**config.mk**
```make
export PLATFORM = sky130hd
export DESIGN_NAME = xgmii_rx_measure
export DESIGN_NICKNAME = d
export VERILOG_FILES = /design/src/rtl/xgmii_rx_measure.sv
export SDC_FILE = /design/constraint.sdc
export NUM_CORES = 1
export LEC_CHECK = 0
export ABC_AREA = 1
export BUFFER_PORTS_ARGS = -buffer_cell sky130_fd_sc_hd__clkbuf_2
export CORE_MARGIN = 4
export CORE_UTILIZATION = 48
export CTS_BUF_LIST = sky130_fd_sc_hd__clkbuf_16
export DETAILED_ROUTE_END_ITERATION = 8
export HOLD_SLACK_MARGIN = 0.02
export MAX_ROUTING_LAYER = met4
export PLACE_DENSITY = 0.78
export SKIP_LAST_GASP = 1
export SLEW_MARGIN = 20
export SYNTH_ARGS = -nofsm -noshare
export SYNTH_HDL_FRONTEND = slang
export SYNTH_SLANG_ARGS = --single-unit
```
**constraint.sdc**
```tcl
create_clock -name sys_clk -period 12.6 [get_ports sys_clk]
set_input_delay 0 -clock sys_clk [delete_from_list [all_inputs] [get_ports sys_clk]]
set_output_delay 0 -clock sys_clk [all_outputs]
set_load 0.02 [all_outputs]
```
**src/rtl/xgmii_rx_measure.sv**
```systemverilog
// xgmii_rx_measure: XGMII RX frame delineation, length check, totals and per-second rates.
module xgmii_rx_measure #(
  parameter int CLK_FREQ = 156250000,
  parameter int MIN_LEN  = 64,
  parameter int MAX_LEN  = 1518
) (
  input  logic        sys_clk,
  input  logic        sys_rst,
  input  logic [63:0] xgmii_rxd,
  input  logic [7:0]  xgmii_rxc,
  input  logic        rx_enable,
  output logic        frame_done,
  output logic [15:0] frame_len,
  output logic        frame_err,
  output logic [31:0] rx_frame_cnt,
  output logic [63:0] rx_byte_cnt,
  output logic [31:0] rx_err_cnt,
  output logic [31:0] rx_pps,
  output logic [31:0] rx_throughput,
  output logic        sec_tick
);
  typedef enum logic [1:0] {IDLE, PRE_HI, DATA} state_t;
  localparam logic [15:0] MIN16 = 16'(MIN_LEN);
  localparam logic [15:0] MAX16 = 16'(MAX_LEN);
  localparam logic [31:0] LAST = 32'(CLK_FREQ - 1);
  state_t state_q, state_d, start_st;
  logic [15:0] len_q, len_d, end_len, flen_q, flen_d;
  logic        bad_q, bad_d, done_q, done_d, ferr_q, ferr_d, tick_q, tick_d;
  logic [31:0] fcnt_q, fcnt_d, ecnt_q, ecnt_d, pps_q, pps_d, thr_q, thr_d;
  logic [31:0] apkt_q, apkt_d, abyte_q, abyte_d, tmr_q, tmr_d, pkt_sum, byte_sum;
  logic [63:0] bcnt_q, bcnt_d;
  logic [32:0] byte_add;
  logic [2:0]  k;
  logic [7:0]  lane_k;
  logic        sol0, sol4, end_frame, aborted, end_err, good, badc, wrap;

  function automatic logic [15:0] sat16(input logic [15:0] a, input logic [3:0] b);
    logic [16:0] s;
    s = {1'b0, a} + {13'b0, b};
    return s[16] ? 16'hFFFF : s[15:0];
  endfunction

  always_comb begin
    k = 3'd0;
    for (int i = 7; i >= 0; i--) if (xgmii_rxc[i]) k = 3'(i);
    lane_k = xgmii_rxd[8*k +: 8];
    sol0 = xgmii_rxc == 8'h01 && xgmii_rxd[7:0] == 8'hFB;
    sol4 = xgmii_rxc == 8'h1F && xgmii_rxd[39:32] == 8'hFB;
    start_st = sol0 ? DATA : sol4 ? PRE_HI : IDLE;
    state_d = state_q;
    len_d = len_q;
    bad_d = bad_q;
    end_frame = 1'b0;
    end_len = len_q;
    aborted = bad_q;
    case (state_q)
      IDLE: begin
        state_d = start_st;
        len_d = 16'd0;
        bad_d = 1'b0;
      end
      PRE_HI: begin
        state_d = DATA;
        len_d = sat16(len_q, 4'd4);
        bad_d = |xgmii_rxc;
      end
      default: begin
        if (xgmii_rxc == 8'h00) begin
          len_d = sat16(len_q, 4'd8);
        end else if (lane_k == 8'hFD) begin
          end_frame = 1'b1;
          end_len = sat16(len_q, {1'b0, k});
          state_d = IDLE;
        end else begin
          // any other control aborts; a start in this word opens the next frame at once
          end_frame = 1'b1;
          aborted = 1'b1;
          state_d = start_st;
          len_d = 16'd0;
          bad_d = 1'b0;
        end
      end
    endcase
    end_err = aborted || end_len < MIN16 || end_len > MAX16;
    good = end_frame && !end_err && rx_enable;
    badc = end_frame && end_err && rx_enable;
    done_d = end_frame;
    flen_d = end_frame ? end_len : 16'd0;
    ferr_d = end_frame && end_err;
    fcnt_d = fcnt_q + 32'(good);
    bcnt_d = bcnt_q + (good ? 64'(end_len) : 64'd0);
    ecnt_d = ecnt_q + 32'(badc);
    wrap = tmr_q == LAST;
    tmr_d = wrap ? 32'd0 : tmr_q + 32'd1;
    pkt_sum = (good && apkt_q != '1) ? apkt_q + 32'd1 : apkt_q;
    byte_add = {1'b0, abyte_q} + (good ? 33'(end_len) : 33'd0);
    byte_sum = byte_add[32] ? '1 : byte_add[31:0];
    apkt_d = wrap ? 32'd0 : pkt_sum;
    abyte_d = wrap ? 32'd0 : byte_sum;
    pps_d = wrap ? pkt_sum : pps_q;
    thr_d = wrap ? byte_sum : thr_q;
    tick_d = wrap;
  end

  always_ff @(posedge sys_clk) begin
    if (sys_rst) begin
      state_q <= IDLE;
      len_q <= '0;
      bad_q <= 1'b0;
      done_q <= 1'b0;
      flen_q <= '0;
      ferr_q <= 1'b0;
      fcnt_q <= '0;
      bcnt_q <= '0;
      ecnt_q <= '0;
      tmr_q <= '0;
      apkt_q <= '0;
      abyte_q <= '0;
      pps_q <= '0;
      thr_q <= '0;
      tick_q <= 1'b0;
    end else begin
      state_q <= state_d;
      len_q <= len_d;
      bad_q <= bad_d;
      done_q <= done_d;
      flen_q <= flen_d;
      ferr_q <= ferr_d;
      fcnt_q <= fcnt_d;
      bcnt_q <= bcnt_d;
      ecnt_q <= ecnt_d;
      tmr_q <= tmr_d;
      apkt_q <= apkt_d;
      abyte_q <= abyte_d;
      pps_q <= pps_d;
      thr_q <= thr_d;
      tick_q <= tick_d;
    end
  end

  assign frame_done = done_q;
  assign frame_len = flen_q;
  assign frame_err = ferr_q;
  assign rx_frame_cnt = fcnt_q;
  assign rx_byte_cnt = bcnt_q;
  assign rx_err_cnt = ecnt_q;
  assign rx_pps = pps_q;
  assign rx_throughput = thr_q;
  assign sec_tick = tick_q;
endmodule

```
; ---- After elaboration in Yosys (flattened, before gate mapping)
; Cells that the tools add are included.
[totals]
mem_bits_rw = 0
latchBits = 0
mem_bits_ro = 0
ff_bits = 326
input_bits = 75
mem_count = 0
out_inout_bits = 211
[op_classes]
bitwise_logic = 1
addsub = 9
order_cmp = 2
multipliers = 0
n_reduce_logical = 17
shifts = 1
div = 0
n_eq_ne = 11
mux = 34
[op_table]
columns = op, n
row1 = $mux 16, 10
row2 = $add 32x1->32, 2
row3 = $add 32x1->32 const B, 2
row4 = $add 64x16->64, 1
row5 = $mux 32, 2
row6 = $shiftx 64x7->8, 1
row7 = $add 32x16->33, 1
row8 = $eq 32x28->1 const B, 1
row9 = $ne 32x32->1 const B, 1
row10 = $pmux 16 s2, 1
row11 = $eq 8x8->1 const B, 3
row12 = $mux 3, 8
row13 = $add 16x3->17, 1
row14 = $add 16x3->17 const B, 1
row15 = $add 16x4->17 const B, 1
row16 = $gt 16x11->1 const B, 1
row17 = $lt 16x7->1 const B, 1
row18 = $eq 8x1->1 const B, 1
row19 = $eq 8x5->1 const B, 1
row20 = $logic_not 8->1, 1
row21 = $mux 1, 8
row22 = $reduce_or 8->1, 1
row23 = $logic_and 1x1->1, 7
row24 = $mux 2, 3
row25 = 11 further kinds, 15

; ---- Depth between registers and ports, before layout
; Gate-level depths: netlist of run 1.
[depth]
depth_word = 22
ltp_mapped = 51

; ---- Least setup slack after synthesis of run 1
; Ideal clock, no wire load.
[synth_path]
kind = input to register
startpoint = in xgmii_rxc[6]
endpoint = reg fcnt_q[30], in the netlist rx_frame_cnt[30]
cell_stages = 50
setup_slack_ns = 7.134
t_arrival_ns = 5.351
n_path_buf = 1
t_required_ns = 12.485
cell_sequence = inv_2 -> nand2_1 -> nand2_1 -> nand2_1 -> nand2_1 -> nand2_1 -> a21oi_2 -> ha_1 -> inv_1 -> fa_1 -> inv_1 -> a21oi_2 -> nor2_1 -> nand2_1 -> nor2_4 -> nor2_1 -> nand4_1 -> nand2_1 -> [14 not listed] -> inv_1 -> nor2_1 -> nand3_1 -> nor2_1 -> nand2_1 -> nor2_1 -> nand2_1 -> nor2_1 -> nand2_1 -> nor3b_1 -> nand3_1 -> nor2_1 -> inv_1 -> nor2_1 -> nand2_1 -> nor2_1 -> a31oi_1 -> o21a_1
[synth_between]
elab_chain_len = 19
word_cells_on_any_way = 28
classes_between = add/sub (2) / order compare (2) / eq/ne (1) / shift (1) / mux (16) / reduce/logical (6)
[synth_rtl]
columns = element, line_no
row1 = from (decl), 10  ; input logic [7:0] xgmii_rxc,
row2 = $mux 3 (7 in series), 45  ; for (int i = 7; i >= 0; i--) if (xgmii_rxc[i]) k = 3'(i);
row3 = $shiftx 64x7->8 / $add 16x3->17 (equally long branches), "46, 39"
row4 = $eq 8x8->1 / $mux 16 (equally long branches), "70, 40"
row5 = $mux 16, 70  ; end else if (lane_k == 8'hFD) begin
row6 = $mux 16, 68  ; if (xgmii_rxc == 8'h00) begin
row7 = $mux 16, 56  ; case (state_q)
row8 = $lt 16x7->1, 84  ; end_err = aborted || end_len < MIN16 || end_len > MAX16;
row9 = $logic_or 1x1->1 (2 in series), 84
row10 = $logic_not 1->1, 85  ; good = end_frame && !end_err && rx_enable;
row11 = $logic_and 1x1->1 (*) (2 in series), 85
row12 = $add 32x1->32 (*), 90  ; fcnt_d = fcnt_q + 32'(good);
row13 = to (signal assigned), 129  ; fcnt_q <= fcnt_d;
row14 = to (decl), 29  ; logic [31:0] fcnt_q, fcnt_d, ecnt_q, ecnt_d, pps_q, pps_d, thr_q, thr_d;
; Mark *: on every way between the ends. The rest lies on a longest branch, timed or not.
; A chain may end at the register's enable or synchronous reset.

; ---- Worst setup path after layout of run 1
[layout_path]
startpoint = in xgmii_rxc[2]
endpoint = reg fcnt_q[30], in the netlist rx_frame_cnt[30]
[layout_between]
elab_chain_len = 15
word_cells_on_any_way = 24
classes_between = add/sub (2) / order compare (2) / eq/ne (1) / shift (1) / mux (12) / reduce/logical (6)
[layout_rtl]
columns = element, line_no
row1 = $mux 3 (3 in series), 45
row2 = $shiftx 64x7->8 / $add 16x3->17 (equally long branches), "46, 39"
row3 = $eq 8x8->1 / $mux 16 (equally long branches), "70, 40"
row4 = $mux 16, 70
row5 = $mux 16, 68
row6 = $mux 16, 56
row7 = $lt 16x7->1, 84
row8 = $logic_or 1x1->1 (2 in series), 84
row9 = $logic_not 1->1, 85
row10 = $logic_and 1x1->1 (*) (2 in series), 85
row11 = $add 32x1->32 (*), 90
; Marks and branches as above.

==> impl_metrics.ini, run 1 <==
[route]
drt-initial-drc-count = 1159
wl_per_cell_microns = 15.3
route.detailed.drc = 0
via_per_inst = 5.24
ant_nets = 0
routed_wl_microns = 55900
vias = 19200
firstDrtPassIters = 5

[power_and_ir_drop]
peakVddDrop_mv = 0.0792
p_per_area_nw_per_um2 = 107
p_leak_uw = 0.00925

[flow_run]
cap_violations = 0

[timing]
whs_ns = 0.100
hold_violations = 0
rsz0062_at_grt = false
fin_crit_ns = 7.37
tns_ns = 0
max_freq_ghz = 0.136
slew_headroom_pct = 26.4
tightest_slew_ns = 1.10
finalMaxSlewViolations = 0
setup_violations = 0
fin_crit_sh_pct = 58.5
clock_skew_ns = 0.0394
fin_ws_ns = 5.23

[setup_path]
critPathMaxStageDelay_ns = 0.55
cp-end-kind = flop
arrival_ns = 7.80
setup.worst_path.start_class = input pin
crit_path_top_delay_cell = dlygate4sd3_1
cp.required_ns = 13.04
cp_common_cell = nor2_1
critPathKind = input pin to flop
critPathMaxFanout = 23

[yosys]
synth.avg_cell_area_sq_um = 6.45
yosys_warnings = 0
yosys.area.top_type = dfxtp_1
syn_inst = 2828
synth_cell_types = 58
synth_top_area_share_pct = 35.7
ys.flop_type = dfxtp_1
mappedNetlistArea_sq_um = 18200
yosysSeqAreaShare_pct = 35.7
ys_top_cells_by_area = dfxtp_1 (36%), nand2_1 (14%), inv_1 (8.7%)
ys_ff_latch = 325
async_reset_ff_share_pct = 0
synth_edf_count = 0

[place]
dp.cells = 3583
place_congestion = 0.970
place_area_sq_um = 20100
dpl_worst_slack_ns = 6.10
io_buffers = 285
post-dp-hpwl_microns = 43500

[cts]
clk_pin_slew_ns = 0.06
clock_latency_ns = 0.57
cts_inserted_buffers = 37
htreeDepth = 2
cts.sinks = 325
cts_root_buf = clkbuf_16
cts_tree = done
cts_setup_buffers = 0
cts_max_path_buffers = 3

[global_route]
grt_overflow = 0
antenna_found_initial = 0
grt_util_all_layers_pct = 26.9
grt_pass1_wl_microns = 90200
grt_pass1_vias = 18300
grt_max_degree = 88

[floorplan]
die_h_microns = 203
start_util_pct = 48.6
ios = 286
rows = 71
core_sq_um = 37600
dieArea_sq_um = 41200
die_w_microns = 203

[status]
status = finished, final reports clean

[layout]
drive_above_1_share_pct = 14.0
nNetsFinal = 3233
final_area_sq_um = 21500
regArea_sq_um = 6510
nFillCells = 3737
multi_input_area_sq_um = 9870
final_cells = 3660
syn2layout_area_growth_pct = 17.7
antennaDiodeCount = 0
layout_common_cells = nand2_1 (694), inv_1 (428), nor2_1 (376)
final_common_cell = nand2_1

[hold_path]
hold_class = input pin to flop
-- cell families after synthesis --
family / after synthesis / synth area share (%)
compound gates: 357 / 10.5
fa+ha+maj: 36 / 2.59
buf+inv: 493 / 10.4
xor+xnor: 69 / 3.31
simple gates: 1546 / 37.4
flops: 325 / 35.7
mux: 1 / 0.0617
other cells: 1 / 0.0206
-- metal layers --
metal	part of all wire (%)	GRT usage, %	routed length [microns]
met1	43	33.1	24200
met2	46	44.4	25700
met3	6.7	4.52	3740
met4	4.1	10.5	2320
met5	0	-	0
-- report_power, final --
part | internal (uW) | leakage (uW) | switching, uW | total [uW]
combinational | 48.9 | 0.00601 | 102 | 151
clock | 652 | 0.000618 | 448 | 1100
sequential | 1040 | 0.00262 | 8.87 | 1050
-- final timing paths --
check	startpoint	to	slack [ns]	cells past startpoint
setup reg to reg	state_q[1]	rx_frame_cnt[30]	6.20	36
hold reg to reg	rx_throughput[17]	rx_throughput[17]	0.45	2
hold / removal	xgmii_rxc[6]	len_q[0]	0.10	6
setup / recovery	xgmii_rxc[2]	rx_frame_cnt[30]	5.23	42
-- cell type report --
type,instances,share of cell area [%]
multi-input combinational,2019,46.0
sequential,325,30.3
inverter,437,7.66
timing repair buffer,302,7.37
clock buffer,38,4.43
tap,511,2.98
clock inverter,28,1.31
-- registers in the layout, summed over array words and instances (netlist names) --
signal and count:
rx_byte_cnt 64, abyte_q 32, tmr_q 32, bad_q 1, rx_frame_cnt 32, frame_len 16, rx_pps 32, apkt_q 32
rx_err_cnt 32, rx_throughput 32, frame_done 1, frame_err 1, state_q 2, sec_tick 1, len_q 15
-- per-stage QoR --
step,util (%),power [uW]
2_1_floorplan,-,1170
3_3_place_gp,53.6,1210
3_5_place_dp,53.6,1210
4_1_cts,57.2,2310
5_1_grt,57.2,2380
6_report,57.2,2300
-- cells in the mapped netlist (13+ instances only) --
cell        n
a21oi_1   152
a31oi_1    16
clkbuf_1   38
dfxtp_1   325
ha_1       33
inv_1     422
inv_2      13
nand2_1   695
nand2_2    25
nand3_1   171
nand3_2    15
nand4_1    58
nor2_1    376
nor2_2     17
nor3_1    103
nor4_1     42
o21a_1     15
o21ai_0   129
o21ai_1    22
xor2_1     58
-- worst max-delay path: cells and delay by family --
family,cells,cell delay (ns)
AND/OR/NAND/NOR,31,5.09
AO/OA/AOI/OAI,2,0.25
buffers and inverters,7,2.00
adder cells (fa/ha/maj),2,0.43
-- repair_timing --
item                       in CTS  in global routing
hold endpoints to repair       28                  0
hold buffers                   11                  0
setup endpoints to repair       0                  0
gates resized for setup         0                  0
(Power assumes the default switching activity.)
==> run 2, diff against run 1 <==
--- a/config.mk
+++ b/config.mk
@@ -5,7 +5,7 @@
 export SDC_FILE = /design/constraint.sdc
 export NUM_CORES = 1
 export LEC_CHECK = 0
-export ABC_AREA = 1
+export ABC_AREA = 0
 export BUFFER_PORTS_ARGS = -buffer_cell sky130_fd_sc_hd__clkbuf_2
 export CORE_MARGIN = 4
 export CORE_UTILIZATION = 48
@@ -13,7 +13,7 @@
 export DETAILED_ROUTE_END_ITERATION = 8
 export HOLD_SLACK_MARGIN = 0.02
 export MAX_ROUTING_LAYER = met4
-export PLACE_DENSITY = 0.78
+export PLACE_DENSITY = 0.82
 export SKIP_LAST_GASP = 1
 export SLEW_MARGIN = 20
 export SYNTH_ARGS = -nofsm -noshare
==> constraint.sdc (replaced) <==
create_clock -name sys_clk -period 6.7 [get_ports sys_clk]
set_input_delay 0 -clock sys_clk [delete_from_list [all_inputs] [get_ports sys_clk]]
set_output_delay 0 -clock sys_clk [all_outputs]
set_load 0.02 [all_outputs]
==> run 2 against run 1 <==
Against the previous run: register-to-register slack got worse by 5.9 ns; clock power increased by 79%; global-route usage decreased by 2.4 points; sequential share of layout area increased by 2.6 points; first-iteration DRC count decreased by 2.9%; cell count decreased by 25%; sequential power increased by 88%; critical path depth decreased by 19; non-clock buffer count increased by 18; critical endpoint is now abyte_q[29].
==> impl_metrics.ini, run 2 <==
[floorplan]
rows = 67
die_h_microns = 194
core_sq_um = 33900
ios = 286
dieArea_sq_um = 37700
start_util_pct = 49.2
die_w_microns = 194

[route]
vias = 15700
via_per_inst = 5.72
wl_per_cell_microns = 17.3
ant_nets = 0
drt-initial-drc-count = 1125
route.detailed.drc = 0
routed_wl_microns = 47400
firstDrtPassIters = 5

[status]
status = finished, final reports clean

[timing]
tightest_slew_ns = 0.943
max_freq_ghz = 0.157
fin_crit_sh_pct = 95.2
finalMaxSlewViolations = 0
clock_skew_ns = 0.0253
setup_violations = 0
slew_headroom_pct = 36.4
rsz0062_at_grt = false
tns_ns = 0
fin_crit_ns = 6.38
hold_violations = 0

[place]
io_buffers = 285
place_congestion = 0.953
place_area_sq_um = 18500
post-dp-hpwl_microns = 34000

[cts]
clock_latency_ns = 0.54
clk_pin_slew_ns = 0.07
cts_inserted_buffers = 37
cts.sinks = 325
htreeDepth = 2
cts_tree = done
cts_max_path_buffers = 3
cts_root_buf = clkbuf_16

[setup_path]
r2r_start = len_q[0]
r2r_cells = 23
critPathMaxFanout = 7
cp.required_ns = 7.13
setup.worst_path.start_class = flop
critPathKind = flop to flop
rrSetupSlack_ns = 0.32
endpoint = abyte_q[29]
cp-end-kind = flop
crit_start = len_q[0]
r2r_end = abyte_q[29]
arrival_ns = 6.81

[layout]
final_common_cell = nor2_1
final_area_sq_um = 19800
nNetsFinal = 2374
multi_input_area_sq_um = 9600
layout_common_cells = nor2_1 (355), dfxtp_1 (325), clkbuf_2 (284)
nFillCells = 2970
post-route-util_pct = 58.4
regArea_sq_um = 6510
drive_above_1_share_pct = 18.6
antennaDiodeCount = 0
syn2layout_area_growth_pct = 18.8
largest_register_ffs = 64

[yosys]
yosys-top-cells-count = nor2_1 (356), dfxtp_1 (325), nand2_1 (124)
ys.flop_type = dfxtp_1
synth_most_common_cell = nor2_1
synth.avg_cell_area_sq_um = 8.35
ys_top_cells_by_area = dfxtp_1 (39%), nor2_1 (8.0%), xor2_1 (6.1%)
async_reset_ff_share_pct = 0
synth_edf_count = 0
syn_inst = 1994
yosys_warnings = 0
yosysSeqAreaShare_pct = 39.1
mappedNetlistArea_sq_um = 16600
synth_top_area_share_pct = 39.1
ys_ff_latch = 325
synth_cell_types = 103
yosys.area.top_type = dfxtp_1

[flow_run]
cap_violations = 0

[global_route]
grt_max_degree = 171
grt_util_all_layers_pct = 24.5
grt_overflow = 0
antenna_found_initial = 0
grt_pass1_wl_microns = 77300
grt_pass1_vias = 15000

[power_and_ir_drop]
p_leak_uw = 0.00797
peakVddDrop_mv = 0.209
p_per_area_nw_per_um2 = 211

[hold_path]
hold_class = input pin to flop
==> run 2: changes by cell type after synthesis, sizes merged, moves of 51 or more <==
cell	before	now
nand2	722	125
inv	435	47
nand3	187	83
nor3	104	32
a211oi	1	68
o21ai	156	89
and3	5	67
xnor2	11	70
xor2	58	116
a21oi	154	101
clkbuf	38	89
==> run 2: report_power, final <==
group          switching, uW  internal [uW]
Clock                    831           1130
Combinational            154           92.3
Sequential              14.9           1950
Total                   1000           3180
==> run 2: timing repair <==
action / in CTS / in global routing
hold buffers: 8 / 0
resized for setup: 0 / 3
hold endpoints to repair: 49 / 0
endpoints found under the setup margin: 0 / 38
buffers inserted: 0 / 1
==> run 2: cell type report <==
| class | instances | share of cell area (%) |
|---|---|---|
| clock buffers | 37 | 4.68 |
| clock inverters | 28 | 1.30 |
| inverters | 47 | 0.892 |
| multi-input cells | 1532 | 48.6 |
| flip-flops and latches | 325 | 32.9 |
| well taps | 448 | 2.83 |
| repair buffers | 320 | 8.82 |
==> run 2: metal layers <==
| metal | GRT usage [%] | wire length [microns] |
|---|---|---|
| met5 | - | 0 |
| met3 | 5.07 | 3870 |
| met4 | 5.60 | 1030 |
| met2 | 39.3 | 21700 |
| met1 | 32.2 | 20800 |
==> run 2: how the worst min path moves through the flow <==
stage	start	end	depth (start not counted)
after floorplan	xgmii_rxc[2]	state_q[1]	3
after global placement	xgmii_rxd[2]	state_q[1]	4
after detailed placement	xgmii_rxd[2]	state_q[1]	4
after CTS	xgmii_rxc[7]	bad_q	4
after global routing	xgmii_rxc[7]	bad_q	4
final	xgmii_rxc[7]	bad_q	4
==> run 2: worst max-delay path, stage by stage (launching register included) <==
cell and delay, ns:
dfxtp_1 0.51, ha_1 0.23, inv_1 0.05, fa_1 0.39, inv_1 0.07, a21oi_1 0.18, nor4_4 0.41, o221a_2 0.31
o32ai_4 0.09, and3_1 0.20, and3_1 0.18, or4b_1 0.60, nor2_1 0.20, ha_1 0.27, a21o_1 0.19, maj3_1 0.39
maj3_1 0.37, a221oi_1 0.34, a21oi_1 0.17, a31oi_4 0.34, nor3_4 0.12, o21ai_2 0.21, nor2_1 0.09, a2111oi_2 0.36
==> run 2: logic make-up (layout without fill, tap and decap cells) <==
family,count (synthesis),after routing,synth area share (%)
other,1,10,0.0225
XOR/XNOR,186,186,9.83
AND/OR/NAND/NOR,873,873,26.1
adder cells (fa/ha/maj),47,47,3.51
flip-flops,325,325,39.1
AO/OA/AOI/OAI,394,394,16.4
multiplexers,22,22,1.44
buffers and inverters,146,432,3.58
==> run 2: through the flow <==
stage	hold slack (ns)	setup WS [ns]	cells	power, uW
after floorplan	0.194	0.347	2003	2180
after global placement	0.348	0.189	2663	2240
after detailed placement	0.348	0.000341	2663	2250
after CTS	0.0254	0.252	2736	4220
after global routing	0.110	0.00435	2737	4330
final	0.0467	0.320	2737	4180
==> run 3, diff against run 2 <==
--- a/config.mk
+++ b/config.mk
@@ -13,7 +13,7 @@
 export DETAILED_ROUTE_END_ITERATION = 8
 export HOLD_SLACK_MARGIN = 0.02
 export MAX_ROUTING_LAYER = met4
-export PLACE_DENSITY = 0.82
+export PLACE_DENSITY_LB_ADDON = 0.08
 export SKIP_LAST_GASP = 1
 export SLEW_MARGIN = 20
 export SYNTH_ARGS = -nofsm -noshare
==> run 3 against run 2 <==
Against the previous run: die area unchanged; fmax increased by 1.2%; via count fell by 1.6%; sequential share of layout area fell by 0.18 points; combinational power is essentially flat; power shrank 1.1%; clock power shrank 3%; critical endpoint is now rx_byte_cnt[41]; largest cell class unchanged.
==> impl_metrics.ini, run 3 (synthesis gave the netlist of run 2 again) <==
[global_route]
grt_pass1_vias = 15100
grt_util_all_layers_pct = 24.5
antenna_found_initial = 1
grt_overflow = 0
grt_pass1_wl_microns = 76900
grt_max_degree = 86

[floorplan]
core_sq_um = 33900
start_util_pct = 49.2
die_w_microns = 194
ios = 286
die_h_microns = 194
dieArea_sq_um = 37700
rows = 67

[setup_path]
critPathMaxFanout = 18
cp_common_cell = buf_4
critPathKind = input pin to flop
critPathMaxStageDelay_ns = 0.58
arrival_ns = 6.68
r2r_cells = 23
crit_path_top_delay_cell = or4b_1
cp-end-kind = flop
setup.worst_path.start_class = input pin
cp.required_ns = 7.07

[timing]
fin_crit_ns = 6.31
max_freq_ghz = 0.159
whs_ns = 0.0499
rsz0062_at_grt = false
tightest_slew_ns = 0.861
tns_ns = 0
fin_ws_ns = 0.394
slew_headroom_pct = 42.6
hold_violations = 0
setup_violations = 0
clock_skew_ns = 0.0245
fin_crit_sh_pct = 94.1
finalMaxSlewViolations = 0

[cts]
cts_tree = done
cts_max_path_buffers = 3
clock_latency_ns = 0.54
cts.sinks = 325
htreeDepth = 2
clk_pin_slew_ns = 0.06
cts_root_buf = clkbuf_16
cts_inserted_buffers = 38

[power_and_ir_drop]
peakVddDrop_mv = 0.162
finalPower_uw = 4130
p_per_area_nw_per_um2 = 208
p_leak_uw = 0.00802

[route]
firstDrtPassIters = 5
via_per_inst = 5.60
ant_nets = 0
drt-initial-drc-count = 983
wl_per_cell_microns = 16.9
route.detailed.drc = 0
vias = 15400
routed_wl_microns = 46600

[place]
post-dp-hpwl_microns = 34100
dpl_worst_slack_ns = 0.0201
io_buffers = 285
place_congestion = 0.931
place_area_sq_um = 18500

[layout]
layout_common_cells = nor2_1 (355), dfxtp_1 (325), clkbuf_2 (284)
largest_register_ffs = 64
drive_above_1_share_pct = 19.4
nNetsFinal = 2388
final_common_cell = nor2_1
syn2layout_area_growth_pct = 19.4
antennaDiodeCount = 0
final_area_sq_um = 19900

[hold_path]
whs_path_depth = 4
hold_class = input pin to flop

[status]
status = finished, final reports clean

[flow_run]
cap_violations = 0
-- run 3: cell types whose count changed in the layout (fill, tap and decap cells not counted), sizes merged --
cell	change
bufinv	-2
clkinvlp	-1
clkinv	+4
dlygate4sd3	+1
buf	+12
clkbuf	+2
-- run 3: path summary, 6_finish.rpt --
path,startpoint,to,slack [ns]
max,xgmii_rxc[7],rx_byte_cnt[41],0.39
min,xgmii_rxc[3],bad_q,0.05
max reg2reg,len_q[3],rx_byte_cnt[41],0.59
min reg2reg,tmr_q[0],tmr_q[0],0.45
-- run 3: cell type report --
class | instances | area, sq um
flip-flops and latches | 325 | 6510
inverters | 47 | 176
clock buffers | 39 | 976
fillers | 3167 | 14000
well taps | 448 | 561
repair buffers | 333 | 1830
multi-input cells | 1532 | 9650
clock inverters | 29 | 184
-- run 3: through the flow --
step           utilization (%)  cells
2_1_floorplan                -   2003
3_3_place_gp              54.6   2669
3_5_place_dp              54.6   2669
4_1_cts                   58.3   2746
5_1_grt                   58.7   2753
6_report                  58.7   2753
-- run 3: critical path, delay by kind of cell --
family	cells	cell delay (ns)
AOI/OAI and AO/OA	8	1.30
adders and majority gates	4	1.40
and+or+nand+nor	10	2.47
buffers and inverters	7	1.51
-- run 3: power by group --
group          internal, uW  switching, uW  total (uW)  leakage (uW)
logic                  93.5            155         248       0.00481
registers              1950           16.1        1970       0.00262
clock network          1100            813        1920      0.000592
total                  3150            984        4130       0.00802
-- run 3: per-layer routing --
| metal | track usage (%) | part of all wire (%) | up-vias |
|---|---|---|---|
| met3 | 3.84 | 6.0 | 70 |
| li1 | - | - | 7618 |
| met1 | 33.5 | 46 | 7299 |
| met4 | 5.89 | 2.1 | 0 |
| met2 | 38.5 | 45 | 420 |
| met5 | - | 0 | - |
-- run 3: what timing repair did --
action,4_1_cts,5_1_grt
hold buffers,9,0
buffers inserted,0,7
resized for setup,0,14
setup endpoints to repair,0,109
endpoints found under the hold margin,23,0
